<file path="src/rtl/instr_fetch_stage.sv">
// Instruction fetch stage: holds the PC, addresses the zero-latency ROM, and
// registers the fetched word into IF/ID with stall, flush and branch redirect.
module instr_fetch_stage #(
    parameter int          ADDR_W    = 10,
    parameter logic [31:0] RESET_PC  = 32'h0000_0000,
    parameter logic [31:0] NOP_INSTR = 32'h0000_0013
) (
    input  logic              CLK,
    input  logic              RESET,
    input  logic              stall,
    input  logic              flush,
    input  logic              branch_taken,
    input  logic [31:0]       branch_target,
    output logic [ADDR_W-1:0] rom_address,
    input  logic [31:0]       rom_instruction,
    output logic [31:0]       if_id_pc,
    output logic [31:0]       if_id_pc_plus4,
    output logic [31:0]       if_id_instruction,
    output logic              if_id_valid,
    output logic              fetch_misaligned
);

    logic [31:0] pc_q, pc_d;
    logic [31:0] if_id_pc_q, if_id_pc_d;
    logic [31:0] if_id_pc_plus4_q, if_id_pc_plus4_d;
    logic [31:0] if_id_instr_q, if_id_instr_d;
    logic        if_id_valid_q, if_id_valid_d;
    logic        misaligned_q, misaligned_d;
    logic [31:0] pc_plus4;

    // Address wraps at the ROM depth simply by dropping the upper PC bits.
    assign rom_address = pc_q[ADDR_W+1:2];
    assign pc_plus4    = pc_q + 32'd4;

    always_comb begin
        pc_d             = pc_q;
        if_id_pc_d       = if_id_pc_q;
        if_id_pc_plus4_d = if_id_pc_plus4_q;
        if_id_instr_d    = if_id_instr_q;
        if_id_valid_d    = if_id_valid_q;
        misaligned_d     = 1'b0;

        if (branch_taken) begin
            // The instruction fetched this cycle is on the wrong path.
            pc_d             = {branch_target[31:2], 2'b00};
            if_id_pc_d       = 32'd0;
            if_id_pc_plus4_d = 32'd0;
            if_id_instr_d    = NOP_INSTR;
            if_id_valid_d    = 1'b0;
            misaligned_d     = |branch_target[1:0];
        end else begin
            if (flush) begin
                if_id_pc_d       = 32'd0;
                if_id_pc_plus4_d = 32'd0;
                if_id_instr_d    = NOP_INSTR;
                if_id_valid_d    = 1'b0;
            end else if (!stall) begin
                if_id_pc_d       = pc_q;
                if_id_pc_plus4_d = pc_plus4;
                if_id_instr_d    = rom_instruction;
                if_id_valid_d    = 1'b1;
            end
            // A stalled flush keeps the PC so the held instruction is refetched.
            if (!stall) begin
                pc_d = pc_plus4;
            end
        end
    end

    always_ff @(posedge CLK) begin
        if (RESET) begin
            pc_q             <= RESET_PC;
            if_id_pc_q       <= 32'd0;
            if_id_pc_plus4_q <= 32'd0;
            if_id_instr_q    <= NOP_INSTR;
            if_id_valid_q    <= 1'b0;
            misaligned_q     <= 1'b0;
        end else begin
            pc_q             <= pc_d;
            if_id_pc_q       <= if_id_pc_d;
            if_id_pc_plus4_q <= if_id_pc_plus4_d;
            if_id_instr_q    <= if_id_instr_d;
            if_id_valid_q    <= if_id_valid_d;
            misaligned_q     <= misaligned_d;
        end
    end

    assign if_id_pc          = if_id_pc_q;
    assign if_id_pc_plus4    = if_id_pc_plus4_q;
    assign if_id_instruction = if_id_instr_q;
    assign if_id_valid       = if_id_valid_q;
    assign fetch_misaligned  = misaligned_q;

endmodule

</file>
<file path="config.mk">
export PLATFORM = sky130hd
export DESIGN_NAME = instr_fetch_stage
export DESIGN_NICKNAME = d
export VERILOG_FILES = /design/src/rtl/instr_fetch_stage.sv
export SDC_FILE = /design/constraint.sdc
export NUM_CORES = 1
export LEC_CHECK = 0
export ABC_CLOCK_PERIOD_IN_PS = 1900
export CORE_MARGIN = 3
export CORE_UTILIZATION = 40
export CTS_CLUSTER_DIAMETER = 200
export DETAILED_ROUTE_END_ITERATION = 7
export GPL_ROUTABILITY_DRIVEN = 0
export PLACE_DENSITY = 0.74
export SLEW_MARGIN = 20
export SYNTH_ARGS = -nofsm -noshare
export SYNTH_HDL_FRONTEND = slang
export SYNTH_SLANG_ARGS = --single-unit
</file>
<file path="constraint.sdc">
create_clock -name CLK -period 1.9 [get_ports CLK]
set_input_delay 0.475 -clock CLK [delete_from_list [all_inputs] [get_ports CLK]]
set_output_delay 0.475 -clock CLK [all_outputs]
set_load 0.02 [all_outputs]
</file>
==> reports/results.ini, run 1 <==
[status]
status = finished clean

[placement]
placed_area_mm2 = 0.00761
port_buffers = 172
dp_hpwl_mm = 12.4
dp.cells = 973
dp_slack_ns = -0.130

[clock_network]
clock_path_buffers = 2
htree_levels = 4
holdBufCountCts = 0
cts_tree = done
root_buffer = clkbuf_16
clock-sinks = 124
numCtsBuffers = 17
worstSkewPairLatency_ns = 0.42
clkTransAtPathRegs_ns = 0.05

[yosys]
synth_top_cell_area_share_pct = 45.5
synth_area_leaders = dfxtp_1 45%, mux2i_1 11%, nor2_1 7.2%, xnor2_1 3.9%, xor2_1 3.0%
yosysTopAreaCell = dfxtp_1
post_synth.cell_area_avg_um2 = 8.75
synth_edf_count = 0
synthFlopType = dfxtp_1
synth.distinct_cells = 46
ys_seq_area_share_pct = 45.5
async_flop_share_pct = 0
netlist_area_mm2 = 0.00546
synth_seq_cells = 124
yosysWarningCount = 0
synthCells = 624

[sta]
setup_tns_ns = 0
fmax_mhz = 535
period_minus_slack_ns = 1.87
min_period_over_period_pct = 98.3
worst_slack_ns = 0.0316
clock_skew_ns = 0.00552
hold_viol = 0
rsz0062_at_grt = yes
finalMaxSlewViolations = 0
setup_viol = 0

[pwr]
power_density_mw_per_mm2 = 812
max-vdd-ir-drop_uv = 554
p_leak_nw = 3.73

[global_routing]
grt_use_total_pct = 23.0
antenna_found_initial = 0
grt_pass1_wl_mm = 26.9
grt_max_degree = 38
overflow = 0
grt_pass1_vias = 5330

[worst_setup_path]
cp.buffers_inverters = 1
reg2reg_depth = 7
max_stage_delay_ns = 0.61
critical_path_class = reg -> out
path_cells = clkdlybuf4s50_1
r2r_end = pc_q[22]
crit_slowest_cell = clkdlybuf4s50_1
crit_fanout = 2
required_ns = 1.42
path_depth = 1
endpoint_kind = output port
start_kind = flip-flop
cp_top_family = buffers and inverters
timing.rr.start = pc_q[16]
r2r_slack_ns = 0.05
crit_arrival_ns = 1.39

[routing]
drc_errors = 0
num_vias = 5336
wire_per_inst_um = 17.0
final_antenna_net_count = 0
drt_iter0_markers = 378
viasPerCell = 5.29
drt_pass1_iterations = 5
drt-total-wl_mm = 17.2

[min_path]
hp-start = stall
hold_end = if_id_pc[21]
hold_class = in -> reg
hold_depth = 3

[cells_and_area]
mostFrequentLayoutCell = clkdlybuf4s50_1
num_antenna_cells = 0
final_area_mm2 = 0.00836
fin_util_pct = 62.9
final_cell_mix = 128 x clkdlybuf4s50_1, 115 x dfxtp_1, 104 x nor2_1
multi_input_area_mm2 = 0.00271
drive_gt1_share_pct = 15.1
nNetsFinal = 891
fill_cells = 1089
area_growth_pct = 53.2
sequential_cell_area_mm2 = 0.00250
instances_no_fill = 1009

[floorplan]
io_pins = 177
dieArea_mm2 = 0.0151
die_h_um = 123
chipWidth_um = 123
fp-row-count = 42
core-area_mm2 = 0.0133
initial_utilization_pct = 41.1

[flow_run]
cap_violations = 0

[metal layers]
metal	GRT usage [%]	share of wire, %
met2	38.5	51
met1	26.5	39
met5	0	0
met4	10.3	2.4
met3	8.16	7.7
[worst max path at each step]
stage / slack [ns] / start / end
final: 0.03 / if_id_pc[16] / if_id_pc[16]
after global routing: -0.05 / pc_q[16] / pc_q[22]
after CTS: 0.00001 / pc_q[11] / if_id_pc_plus4[18]
after detailed placement: -0.13 / branch_taken / if_id_pc_plus4[30]
after global placement: -0.05 / branch_taken / if_id_pc_plus4[18]
after floorplan: -0.004 / pc_q[8] / pc_q[17]
[state kept, by name, indices dropped and copies added, names as in the netlist]
signal,cells
if_id_pc_plus4,30
if_id_instruction,32
if_id_pc,30
if_id_valid,1
fetch_misaligned,1
pc_q,30
[cell families (layout without fill, tap and decap cells)]
group / after synthesis / count (layout) / synth area share (%)
and+or+nand+nor: 228 / 228 / 19.7
DFF: 124 / 124 / 45.5
AOI/OAI and AO/OA: 93 / 93 / 10.2
buffers and inverters: 73 / 279 / 6.28
muxes: 61 / 61 / 11.2
xor gates and xnor gates: 43 / 43 / 6.90
adders and majority gates: 1 / 1 / 0.229
other: 1 / 4 / 0.0687
[metrics by stage]
stage               total power, mW  hold slack, ns
global route                   7.02           0.375
finish                         6.79           0.376
global placement               3.57           0.434
floorplan                      3.21           0.492
CTS                            6.83           0.357
detailed placement             3.59           0.462
[area by class of cell]
cell class              instances  area share, %
clock inverters                11           1.74
multi-input cells             430           32.4
inverters                       7          0.314
well taps                     176           2.63
repair buffers                241           27.8
clock buffers                  20           5.34
flip-flops and latches        124           29.8
[repair_timing]
action / 4_1_cts / 5_1_grt
setup endpoints to repair: 19 / 55
gates resized for setup: 17 / 48
pin swaps: 2 / 13
hold endpoints to repair: 0 / 0
setup buffers: 1 / 4
[Yosys cell counts (7+ instances only)]
master,count
o21ai_0,28
inv_1,7
buf_2,11
nor4_1,7
nand2_1,36
mux2i_1,60
xor2_1,19
a21oi_1,33
xnor2_1,24
or3_1,8
dfxtp_1,124
a211oi_1,13
nor3_1,18
nand3_1,17
nor2_1,105
buf_4,14
nand4_1,14
clkbuf_1,35
[report_power, final]
part           leakage, nW  switching (mW)  internal [mW]  total, mW
Combinational         2.43           0.390          0.399      0.789
Sequential            1.01          0.0672           2.68       2.75
Clock                0.282            1.17           2.08       3.25
Power figures use the tool's default switching activity.
==> run 2, diff against run 1 <==
--- a/config.mk
+++ b/config.mk
@@ -5,10 +5,10 @@
 export SDC_FILE = /design/constraint.sdc
 export NUM_CORES = 1
 export LEC_CHECK = 0
+export ABC_AREA = 1
 export ABC_CLOCK_PERIOD_IN_PS = 1900
 export CORE_MARGIN = 3
 export CORE_UTILIZATION = 40
-export CTS_CLUSTER_DIAMETER = 200
 export DETAILED_ROUTE_END_ITERATION = 7
 export GPL_ROUTABILITY_DRIVEN = 0
 export PLACE_DENSITY = 0.74
==> run 2 against run 1 <==
Against the previous run: total power fell by 2.1%; fmax rose by 0.32%; sequential cell count did not move; clock power barely moved; sequential power barely moved; synthesized cell count rose by 20%; via count rose by 2.6%; global-route usage fell by 0.95 points; largest power group unchanged; critical path type unchanged; count of clock-buffer cells in the layout rose by 2.
==> reports/results.ini, run 2 <==
[status]
status = finished clean

[yosys]
post_synth.cell_area_avg_um2 = 7.26
synth_area_leaders = dfxtp_1 46%, nand2_1 15%, a21oi_1 8.4%, nor2_1 5.9%, nand3_1 3.4%
synth_edf_count = 0
synth.distinct_cells = 37
synthCells = 751
post-synth-top-count-cell = nand2_1
ys_seq_area_share_pct = 45.5
async_flop_share_pct = 0
netlist_area_mm2 = 0.00545
synthFlopType = dfxtp_1
yosysWarningCount = 0
yosysTopAreaCell = dfxtp_1
synth_top_cell_area_share_pct = 45.5
synth_seq_cells = 124
synth.cells.most_frequent = 214 x nand2_1, 124 x dfxtp_1, 91 x a21oi_1, 85 x nor2_1, 40 x inv_1

[placement]
dp_hpwl_mm = 11.7
dp.cells = 1064
placed_area_mm2 = 0.00732
dp_slack_ns = 0.0548
port_buffers = 172

[floorplan]
io_pins = 177
core-area_mm2 = 0.0133
die_h_um = 123
fp-row-count = 42
chipWidth_um = 123
initial_utilization_pct = 41.0
dieArea_mm2 = 0.0151

[sta]
clock_skew_ns = 0.00774
fmax_mhz = 537
hold_viol = 0
setup_tns_ns = 0
rsz0062_at_grt = no
finalMaxSlewViolations = 0
setup_viol = 0
period_minus_slack_ns = 1.86
worst_slack_ns = 0.0375
min_period_over_period_pct = 98.0

[routing]
drt-total-wl_mm = 16.4
num_vias = 5476
wire_per_inst_um = 15.0
viasPerCell = 5.00
drt_iter0_markers = 424
drc_errors = 0
drt_pass1_iterations = 7
final_antenna_net_count = 0

[cells_and_area]
drive_gt1_share_pct = 9.46
area_growth_pct = 45.6
mostFrequentLayoutCell = nand2_1
largest_reg_flops = 32
final_cell_mix = 214 x nand2_1, 147 x clkdlybuf4s50_1, 123 x dfxtp_1
instances_no_fill = 1096
nNetsFinal = 977
final_area_mm2 = 0.00793
num_antenna_cells = 0

[pwr]
comb_power_share_pct = 10.1
p_leak_nw = 3.15
power_density_mw_per_mm2 = 838
power.switching_mw = 1.61
p_seq_share_pct = 41.2
pwr-share-clk_pct = 48.7
p_int_mw = 5.03
max-vdd-ir-drop_uv = 576
switching_share_pct = 24.2

[worst_setup_path]
start_kind = flip-flop
critical_path_class = reg -> out
r2r_slack_ns = 0.15
endpoint_kind = output port
required_ns = 1.42
crit_slowest_cell = clkdlybuf4s50_1
cp.buffers_inverters = 1
max_stage_delay_ns = 0.62
crit_fanout = 2
cp_top_family = buffers and inverters
path_cells = clkdlybuf4s50_1
crit_arrival_ns = 1.39

[global_routing]
grt_pass1_wl_mm = 26.1
antenna_found_initial = 0
grt_max_degree = 70
grt_use_total_pct = 22.1
grt_pass1_vias = 5194
overflow = 0

[clock_network]
holdBufCountCts = 0
numCtsBuffers = 17
clock_path_buffers = 2
worstSkewPairLatency_ns = 0.42
clock-sinks = 124
cts_tree = done
root_buffer = clkbuf_16
clkTransAtPathRegs_ns = 0.06
htree_levels = 4

[flow_run]
cap_violations = 0

[min_path]
hold_class = in -> reg

[run 2: changes by cell type after synthesis, sizes merged, moves of 15 or more]
cell and change:
xor2 -15, a21oi +61, nand2 +184, xnor2 -23
mux2i -60, nor3 -18, inv +37, nand3 +25
[run 2: metal layers]
metal	track usage, %	vias to the layer above	routed length [um]
met2	36.2	200	7870
met4	7.35	0	258
met5	0	-	0
met1	25.7	2529	6570
met3	9.86	21	1740
li1	-	2726	-
[run 2: final timing paths]
kind	cells after the start	startpoint	endpoint
worst max-delay path	1	if_id_instruction[14]	if_id_instruction[14]
worst min-delay path	3	stall	if_id_pc_plus4[21]
worst max register to register	8	pc_q[11]	if_id_pc_plus4[31]
worst min register to register	2	if_id_instruction[19]	if_id_instruction[19]
[run 2: power groups by stage]
stage          Sequential, mW  Clock (mW)  Combinational, mW
4_1_cts                  2.74        3.27              0.671
3_3_place_gp             2.79           0              0.673
2_1_floorplan            2.81           0              0.337
6_report                 2.74        3.24              0.669
3_5_place_dp             2.79           0              0.674
5_1_grt                  2.75        3.39              0.732
[run 2: timing repair]
action,in CTS,in global routing
setup endpoints to repair,11,16
gates resized for setup,11,14
buffers inserted,0,0
gates cloned,0,0
[run 2: stage by stage]
stage	hold slack [ns]	power [mW]	utilization [%]
finish	0.420	6.65	59.7
global route	0.422	6.87	59.7
CTS	0.409	6.68	59.4
detailed placement	0.455	3.47	55.0
global placement	0.451	3.46	55.0
floorplan	0.496	3.14	-
[run 2: cell type report]
| class | instances | area [um^2] |
|---|---|---|
| repair buffers | 188 | 1930 |
| well taps | 176 | 220 |
| inverters | 45 | 169 |
| fillers | 1203 | 5360 |
| flip-flops and latches | 124 | 2480 |
| multi-input cells | 531 | 2530 |
| clock buffers | 22 | 484 |
| clock inverters | 10 | 114 |
[run 2: cells by family after synthesis]
family | after synthesis | synth area share [%]
simple gates | 368 | 29.6
compound gates | 153 | 15.5
flops | 124 | 45.5
buf+inv | 99 | 8.24
xor+xnor | 5 | 0.803
fa+ha+maj | 1 | 0.230
other cells | 1 | 0.0688
==> patch (flow settings as in run 1) <==
`ADDR_W`: 10 -> 11.
--- a/src/rtl/instr_fetch_stage.sv
+++ b/src/rtl/instr_fetch_stage.sv
@@ -1,7 +1,7 @@
 // Instruction fetch stage: holds the PC, addresses the zero-latency ROM, and
 // registers the fetched word into IF/ID with stall, flush and branch redirect.
 module instr_fetch_stage #(
-    parameter int          ADDR_W    = 10,
+    parameter int          ADDR_W    = 11,
     parameter logic [31:0] RESET_PC  = 32'h0000_0000,
     parameter logic [31:0] NOP_INSTR = 32'h0000_0013
 ) (
Interface: changed (resized rom_address); port bits go from 177 to 178. No check against the original RTL was run, so the function may have changed too.
==> patch against run 1 <==
  * Routed wire length decreased by 1.8%
  * Cell area increased by 0.72%
  * Critical path depth is the same
  * Area after synthesis is 0.14% higher
  * Setup slack got worse by 0.0020 ns
  * First-iteration DRC count up 19%
  * Power rose by 3.4%
  * Sequential cell count stayed put
  * Largest cell class unchanged
  * Highest routed layer unchanged
==> patch: results <==
group,metric,value,unit
route,vias,5257,
critical_path,r2r_cells,6,
global_routing,grt_pass1_wl,26.1,mm
cts,clk_latency,0.42,ns
timing,fin_skew,0.00789,ns
synthesis,synth.area.top_cells,"dfxtp_1, mux2i_1, nor2_1",
route,drt-initial-drc-count,450,
cts,clk_pin_slew,0.06,ns
cts,clockBufferDepth,2,
route,wl_per_cell,16.7,µm
placed_design,dpl.hpwl,12.3,mm
pwr,total_leakage_power,0.00377,µW
global_routing,grt_usage,0.223,
cts,root_buffer,"clkbuf_16",
final_layout,fin_nets,890,
critical_path,cp_top_family,"buffers and inverters",
global_routing,grt_antenna_before_repair,0,
critical_path,critPathSlowestCell,"clkdlybuf4s50_1",
global_routing,grt_max_degree,34,
final_layout,largest_reg_flops,32,
final_layout,layout-drive-gt1-share,0.154,
global_routing,grt_pass1_vias,5178,
critical_path,max_stage_delay,0.63,ns
pwr,vdd_drop_max,0.426,mV
synthesis,synthTopCellsByCount,"dfxtp_1, nor2_1, mux2i_1, nand2_1, clkbuf_1",
hold_path,hp-class,"register to register",
final_layout,syn_to_final_growth,54.1,%
synthesis,ys_seq_area_frac,0.454,
status,run_status,"complete, no violations",
synthesis,async_flop_share,0,
final_layout,fillCellCount,1086,
route,dr.pass1.iters,5,
placed_design,io_buffers,173,
hold_path,hold_depth,2,
==> patch: changes by cell type after synthesis <==
cell   change
buf_4      +1
==> patch: metrics by stage <==
step / std cells / utilization / setup slack (ns) / setup TNS (ns) / instance area (µm²)
6_report: 1009 / 0.634 / 0.0296 / 0 / 8420
2_1_floorplan: 628 / - / -0.00370 / -0.00370 / 5490
5_1_grt: 1009 / 0.634 / -0.00521 / -0.00521 / 8420
3_3_place_gp: 976 / 0.575 / -0.191 / -9.37 / 7650
4_1_cts: 1009 / 0.624 / 0.000279 / 0 / 8290
3_5_place_dp: 976 / 0.575 / -0.263 / -11.91 / 7650
==> patch: layer usage <==
metal  vias to the layer above  part of all wire  wire length (µm)  global-route usage
li1                       2528                 -                 -                   -
met1                      2482              0.39              6560               0.256
met2                       215              0.50              8450               0.378
met3                        32             0.089              1500              0.0837
met4                         0             0.022               364              0.0798
met5                         -                 0                 0                   0
==> patch: repair_timing <==
action                     4_1_cts  5_1_grt
hold endpoints to repair         0        0
resized for setup               19       48
setup buffers                    1        0
pin swaps                        1        3
setup endpoints to repair       21       46
==> patch: cell families (layout without fill, tap and decap cells) <==
logic type,after synthesis,after routing,synth area share
simple gates,228,228,0.196
flops,124,124,0.454
compound gates,93,93,0.101
buf+inv,74,279,0.0641
mux,61,61,0.112
xor+xnor,43,43,0.0689
fa+ha+maj,1,1,0.00229
other cells,1,4,0.000686
==> patch: worst paths after layout <==
| check | start | slack (ns) | to |
|---|---|---|---|
| setup / recovery | if_id_pc[25]$_SDFFE_PP0N_ | 0.03 | if_id_pc[25] |
| hold / removal | if_id_pc_plus4[3]$_SDFFE_PP0N_ | 0.47 | if_id_pc_plus4[3]$_SDFFE_PP0N_ |
| setup reg to reg | pc_q[2]$_SDFFE_PP0P_ | 0.08 | if_id_pc_plus4[18]$_SDFFE_PP0N_ |
| hold reg to reg | if_id_pc_plus4[3]$_SDFFE_PP0N_ | 0.47 | if_id_pc_plus4[3]$_SDFFE_PP0N_ |
==> patch: layout make-up <==
type | instances | area [µm²] | area share
timing repair buffer | 240 | 2330 | 0.276
clock inverter | 15 | 214 | 0.0254
clock buffer | 17 | 425 | 0.0505
multi-input combinational | 430 | 2710 | 0.322
inverter | 7 | 26.3 | 0.00312
sequential | 124 | 2500 | 0.296
tap | 176 | 220 | 0.0261
==> patch: where the power goes <==
group	internal [µW]	switching [µW]
sequential	2680	65.1
combinational	403	394
clock	2220	1260
total	5300	1720
